--- src/rtl/uart_pkg.sv ---
// Shared UART definitions: one-hot FSM encodings and frame-timing constants
// common to the transmitter and receiver.
package uart_pkg;

  localparam int OVERSAMPLE  = 16;
  localparam int START_TICKS = 16;
  localparam int NB_DATA_DEF = 8;
  localparam int NB_STOP_DEF = 2;

  typedef enum logic [3:0] {
    ST_IDLE  = 4'b0001,
    ST_START = 4'b0010,
    ST_DATA  = 4'b0100,
    ST_STOP  = 4'b1000
  } state_t;

endpackage

--- src/rtl/uart_tx.sv ---
// UART transmitter: start bit, NB_DATA data bits LSB-first, NB_STOP stop bits,
// paced by the shared 16x oversampling tick.
//
// state    | meaning
// ---------+------------------------------------------------
// ST_IDLE  | line high, ready for a new word
// ST_START | start bit (low) for START_TICKS ticks
// ST_DATA  | shift[0] on the line, 16 ticks per bit
// ST_STOP  | line high for NB_STOP_TICKS ticks, then o_done
module uart_tx
  import uart_pkg::*;
#(
  parameter int NB_DATA       = NB_DATA_DEF,
  parameter int NB_STOP       = NB_STOP_DEF,
  parameter int NB_STOP_TICKS = 16 * NB_STOP
) (
  input  logic               i_clk,
  input  logic               i_reset,
  input  logic               i_tick,
  input  logic [NB_DATA-1:0] i_data,
  input  logic               i_valid,
  output logic               o_ready,
  output logic               o_tx,
  output logic               o_done
);

  localparam int CNT_W = $clog2(NB_STOP_TICKS);
  localparam int BIT_W = $clog2(NB_DATA);

  localparam logic [CNT_W-1:0] START_LAST = CNT_W'(START_TICKS - 1);
  localparam logic [CNT_W-1:0] BIT_LAST   = CNT_W'(OVERSAMPLE - 1);
  localparam logic [CNT_W-1:0] STOP_LAST  = CNT_W'(NB_STOP_TICKS - 1);
  localparam logic [BIT_W-1:0] NBIT_LAST  = BIT_W'(NB_DATA - 1);

  state_t             state, state_next;
  logic [CNT_W-1:0]   cnt, cnt_next;
  logic [BIT_W-1:0]   n_bit, n_bit_next;
  logic [NB_DATA-1:0] shift, shift_next;
  logic               done_next;
  logic               tx_next;
  logic               tx_q, done_q;

  always_ff @(posedge i_clk) begin
    if (i_reset) begin
      state  <= ST_IDLE;
      cnt    <= '0;
      n_bit  <= '0;
      shift  <= '0;
      tx_q   <= 1'b1;
      done_q <= 1'b0;
    end else begin
      state  <= state_next;
      cnt    <= cnt_next;
      n_bit  <= n_bit_next;
      shift  <= shift_next;
      tx_q   <= tx_next;
      done_q <= done_next;
    end
  end

  always_comb begin
    state_next = state;
    cnt_next   = cnt;
    n_bit_next = n_bit;
    shift_next = shift;
    done_next  = 1'b0;
    case (state)
      ST_IDLE: begin
        if (i_valid) begin
          shift_next = i_data;
          cnt_next   = '0;
          state_next = ST_START;
        end
      end
      ST_START: begin
        if (i_tick) begin
          if (cnt == START_LAST) begin
            cnt_next   = '0;
            n_bit_next = '0;
            state_next = ST_DATA;
          end else begin
            cnt_next = cnt + 1'b1;
          end
        end
      end
      ST_DATA: begin
        if (i_tick) begin
          if (cnt == BIT_LAST) begin
            cnt_next   = '0;
            shift_next = shift >> 1;
            if (n_bit == NBIT_LAST) state_next = ST_STOP;
            else                    n_bit_next = n_bit + 1'b1;
          end else begin
            cnt_next = cnt + 1'b1;
          end
        end
      end
      ST_STOP: begin
        if (i_tick) begin
          if (cnt == STOP_LAST) begin
            cnt_next   = '0;
            done_next  = 1'b1;
            state_next = ST_IDLE;
          end else begin
            cnt_next = cnt + 1'b1;
          end
        end
      end
      default: begin
        // corrupted state vector recovers to an idle line
        state_next = ST_IDLE;
        cnt_next   = '0;
        n_bit_next = '0;
      end
    endcase
  end

  // line level is decoded from the next state so o_tx can be a flop
  always_comb begin
    tx_next = 1'b1;
    o_ready = (state == ST_IDLE);
    case (state_next)
      ST_START: tx_next = 1'b0;
      ST_DATA:  tx_next = shift_next[0];
      default:  tx_next = 1'b1;
    endcase
  end

  assign o_tx   = tx_q;
  assign o_done = done_q;

endmodule
--- config.mk ---
export PLATFORM = sky130hd
export DESIGN_NAME = uart_tx
export DESIGN_NICKNAME = d
export VERILOG_FILES = /design/src/rtl/uart_pkg.sv /design/src/rtl/uart_tx.sv
export SDC_FILE = /design/constraint.sdc
export NUM_CORES = 1
export LEC_CHECK = 0
export ABC_AREA = 1
export BUFFER_PORTS_ARGS = -buffer_cell sky130_fd_sc_hd__buf_4
export CELL_PAD_IN_SITES_DETAIL_PLACEMENT = 2
export CELL_PAD_IN_SITES_GLOBAL_PLACEMENT = 2
export CORE_MARGIN = 2
export CORE_UTILIZATION = 33
export DETAILED_ROUTE_END_ITERATION = 16
export PLACE_DENSITY = 0.82
export SYNTH_ARGS = -nofsm -noshare
export SYNTH_HDL_FRONTEND = slang
export SYNTH_SLANG_ARGS = --single-unit
--- constraint.sdc ---
create_clock -name i_clk -period 5 [get_ports i_clk]
set_clock_uncertainty 0.1 [all_clocks]
set_input_delay 0.5 -clock i_clk [delete_from_list [all_inputs] [get_ports i_clk]]
set_output_delay 0.5 -clock i_clk [all_outputs]
set_load 0.02 [all_outputs]
# Yosys cells after proc, flatten, opt, wreduce, memory -nomap -nowiden

Cells that the tools add are included.

$add $sub $neg: 2
Bitwise logic cells: 3
Reductions and logical operators: 7
Multiplexer cells: 27
Equality and inequality tests: 17

Operators with widths:

| kind                  | number |
|---|---|
| $mux W4               | 8 |
| $mux W5               | 5 |
| $mux W8               | 3 |
| $pmux W4 S4           | 1 |
| $pmux W8 S2           | 1 |
| $mux W3               | 5 |
| $pmux W5 S3           | 1 |
| $ne A2 B2 Y1 const B  | 7 |
| $pmux W3 S3           | 1 |
| $eq A4 B2 Y1 const B  | 2 |
| $eq A4 B3 Y1 const B  | 2 |
| $reduce_and A6 Y1     | 1 |
| $add A5 B1 Y5 const B | 1 |
| $eq A5 B4 Y1 const B  | 1 |
| $eq A5 B5 Y1 const B  | 1 |
| $eq A4 B1 Y1 const B  | 1 |
| $eq A4 B4 Y1 const B  | 1 |
| $reduce_and A4 Y1     | 1 |
| $reduce_or A2 Y1      | 2 |
| $add A3 B1 Y3 const B | 1 |
| $eq A3 B3 Y1 const B  | 1 |
| $not A1 Y1            | 3 |
| $reduce_and A3 Y1     | 1 |
| $reduce_or A3 Y1      | 1 |
| other kinds (4)       | 4 |

Logic and storage cells: 63
Output and inout port bits: 3
Flip-flop bits (word level): 22
Input bits: 12

# Logic depth before layout (Yosys ltp)

Depth after elaboration: 7
Depth in mapped cells: 11
Depth with buffers taken out: 11

# Worst setup path after synthesis

Ideal clock, no wire load.

Kind: reg-to-reg
Start point: register cnt[0]
End point: register n_bit[0]
Arrival: 1470 ps
Cell stages (with the launch flop): 12
Path buffers: 0
Required time: 4787 ps
Setup time: 113 ps
Clock period less this slack: 1683 ps
Slack: 3317 ps
Cell sequence: dfxtp_1 > ha_1 > nand2_1 > nor2_1 > ha_1 > inv_1 > nand3_1 > nand2_1 > nor2_1 > nand3_1 > nand2_1 > nor2_1

Cells in the longest elaborated chain, start to end: 3
Elaborated cells between the ends (all ways): 4
Classes of those cells: eq/ne (3); reduce/logical (1)

Ends and longest elaborated chain:

| element                         | RTL line                     | text |
|---|---|---|
| start, declared                 | uart_tx.sv:36                | `logic [CNT_W-1:0] cnt, cnt_next;` |
| start signal, assigned          | uart_tx.sv:53                | `cnt <= cnt_next;` |
| $eq A5 B4 Y1 (*)                | uart_tx.sv:77, uart_tx.sv:88 |  |
| $ne A2 B2 Y1 (no line)          | n/a                          |  |
| $reduce_and A6 Y1 (no line) (*) | n/a                          |  |
| end signal, assigned            | uart_tx.sv:54                | `n_bit <= n_bit_next;` |
| end, declared                   | uart_tx.sv:37                | `logic [BIT_W-1:0] n_bit, n_bit_next;` |

Every way passes the cells marked *; elsewhere a longest branch is shown, timed or not.
A chain may end at the register's enable or synchronous reset.

# Final worst setup path

Start point: register cnt[0]
End point: register n_bit[1]

Same word-level chain as after synthesis.

==> impl_metrics.tcl <==
set metrics [dict create \
    yosysSeqAreaShare 0.326 \
    firstDrtPassIters 4 \
    syn_area_mm2 0.00135 \
    instances_no_fill 275 \
    status "finished, final reports clean" \
    cap_violations 0 \
    rsz0062_at_grt "false" \
    drive_above_1_share 0.147 \
    gp_congestion 0.848 \
    root_buffer "clkbuf_8" \
    synth_adder_area_share 0.0649 \
    routed_wl_um 4380 \
    fin_crit_sh 0.414 \
    dieArea_mm2 0.00462 \
    finalSetupViolCount 0 \
    dpl.hpwl_um 3430 \
    arrival_ns 2.15 \
    grt_pass1_vias 1539 \
    yosys_register_bits 22 \
    area_growth_pct 17.4 \
    nets 245 \
    grt_usage 0.209 \
    synth_cell_type_count 24 \
    die_h_um 68.0 \
    core_mm2 0.00397 \
    portBuffers 14 \
    initial_core_util 0.340 \
    finalWorstSetupSlack_ns 2.93 \
    num-fill-cells 486 \
    regArea_um2 440 \
    dp_cells 271 \
    synthesis.nets 227 \
    fin_crit_ns 2.07 \
    synth_top_area_share 0.326 \
    grt_pass1_wl_um 7160 \
    yosys.area_share.xor_xnor 0 \
    clock.fmax_mhz 483 \
    clock_latency_ns 0.27 \
    hp-class "primary input to flop" \
    die_x_um 68.0 \
    synth_compound_area_frac 0.0936 \
    maxSlewViolCount 0 \
    yosys-mux-area-fraction 0 \
    grt_remaining_overflow 0 \
    crit_type "flop to flop" \
    vias 1386 \
    postCtsHoldBufs 0 \
    netlist_instances 208 \
    cts_tree "built" \
    finish.utilization 0.399 \
    yosys.area.top_type "dfxtp_1" \
    htreeDepth 1 \
    final_antenna_net_count 0 \
    synthSimpleGateAreaFrac 0.443 \
    multiInputGateArea_um2 812 \
    cts_buffer_depth 2 \
    leakagePower_nw 0.764 \
    max_slew_margin 0.762 \
    rows 23 \
    finalSetupTns_ns 0 \
    via_per_inst 5.04 \
    preCtsSetupSlack_ns 2.95 \
    cp.required_ns 5.08 \
    critPathLaunchType "flop" \
    tightest_slew_ns 0.355 \
    grt_max_degree 14 \
    antenna_found_initial 0 \
    finalPower_uw 466 \
    cts.sinks 22 \
    synth_area_leaders "dfxtp_1 33%, nand2_1 17%, nand3_1 8.9%, nor2_1 7.8%, ha_1 6.5%" \
    drc_errors 0 \
    cts-buffers-inserted 3 \
    ir_drop_uv 94.6 \
    path_max_fanout 4 \
    cts_resized 0 \
    postCtsSetupRepairBufs 0 \
    synth_top_family_by_area "simple AND/OR/NAND/NOR gates" \
    path_clk_slew_ns 0.09 \
    crit_path_end_kind "flop" \
    post_drt_wl_per_cell_um 15.9 \
    antenna_cells 0 \
    power.density_mw_per_mm2 294 \
    drtIter0Drc 25 \
    synth.yosys.warnings 0 \
    avgSynthCellArea_um2 6.49 \
    io_pins 15 \
    finalHoldViolCount 0 \
]
report_power, final:
group,internal [mW],leakage (nW),switching [mW]
registers,0.188,0.180,0.00998
clock network,0.107,0.0357,0.0694
logic,0.0322,0.548,0.0594
critical path, cell delays in order (launching register included):
cell and delay [ns]:
dfxtp_1 0.40, ha_1 0.19, nand2_1 0.07, nor2_1 0.23
ha_1 0.26, inv_1 0.09, nand3_1 0.09, nand2_1 0.05
nor2_1 0.22, nand3_1 0.12, nand2_1 0.08, nor2_1 0.06
registers in the layout (all words and copies together) (netlist names):
| register | count |
|---|---|
| o_tx | 1 |
| o_done | 1 |
| n_bit | 3 |
| state | 4 |
| shift | 8 |
| cnt | 5 |
synthesized netlist by cell type:
master / instances
dfxtp_1: 22
o2bb2ai_1: 1
nand2_1: 61
nand2_2: 2
nand2_4: 4
and2_1: 1
inv_2: 1
ha_1: 7
clkinv_1: 2
o211ai_1: 2
nand4_1: 1
a31oi_1: 4
nand3_2: 2
or2_0: 1
a21oi_1: 11
nor2_2: 5
nor2_1: 28
nand3_1: 24
o21ai_0: 3
clkbuf_1: 1
nor2_4: 1
inv_1: 22
o21a_1: 1
nor3_1: 1
metrics by stage:
step           instance area (µm²)  hold WS [ns]
3_5_place_dp                  1510         0.373
6_report                      1590         0.381
3_3_place_gp                  1510         0.357
2_1_floorplan                 1350         0.342
5_1_grt                       1590         0.388
4_1_cts                       1590         0.380
placed cells by master, fill, tap and decap left out, types with 4 or more instances in the layout:
cell type	instances
dfxtp_1	22
a31oi_1	4
a21oi_1	11
inv_1	22
nand2_1	61
nand2_4	4
nor2_1	28
nand3_1	24
nor2_2	5
ha_1	7
buf_4	14
final timing paths:
path / startpoint / endpoint / slack (ns) / cells after the start
worst max-delay path: cnt[0] / n_bit[1] / 2.93 / 11
worst min-delay path: i_data[7] / shift[7] / 0.38 / 3
worst max register to register: cnt[0] / n_bit[1] / 2.93 / 11
worst min register to register: shift[4] / shift[4] / 0.39 / 2
routing by layer:
layer | routed length, µm | part of all wire | global-route usage | vias up
met5 | 0 | 0 | 0 | -
met4 | 43 | 0.0098 | 0.0450 | 0
met3 | 56 | 0.013 | 0.0247 | 5
met2 | 2230 | 0.51 | 0.398 | 10
met1 | 2050 | 0.47 | 0.249 | 672
li1 | - | - | - | 699
cells by family (layout without fill, tap and decap cells):
| family | count (synthesis) | after routing |
|---|---|---|
| AND/OR/NAND/NOR | 131 | 131 |
| buffers and inverters | 26 | 43 |
| AO/OA/AOI/OAI | 22 | 22 |
| flip-flops | 22 | 22 |
| adder cells (fa/ha/maj) | 7 | 7 |
final cells by class:
class / count / area share
well taps: 50 / 0.0395
clock inverters: 1 / 0.0189
inverters: 25 / 0.0592
clock buffers: 3 / 0.0260
multi-input cells: 160 / 0.512
flip-flops and latches: 22 / 0.278
repair buffers: 14 / 0.0663
(Power assumes the default switching activity.)
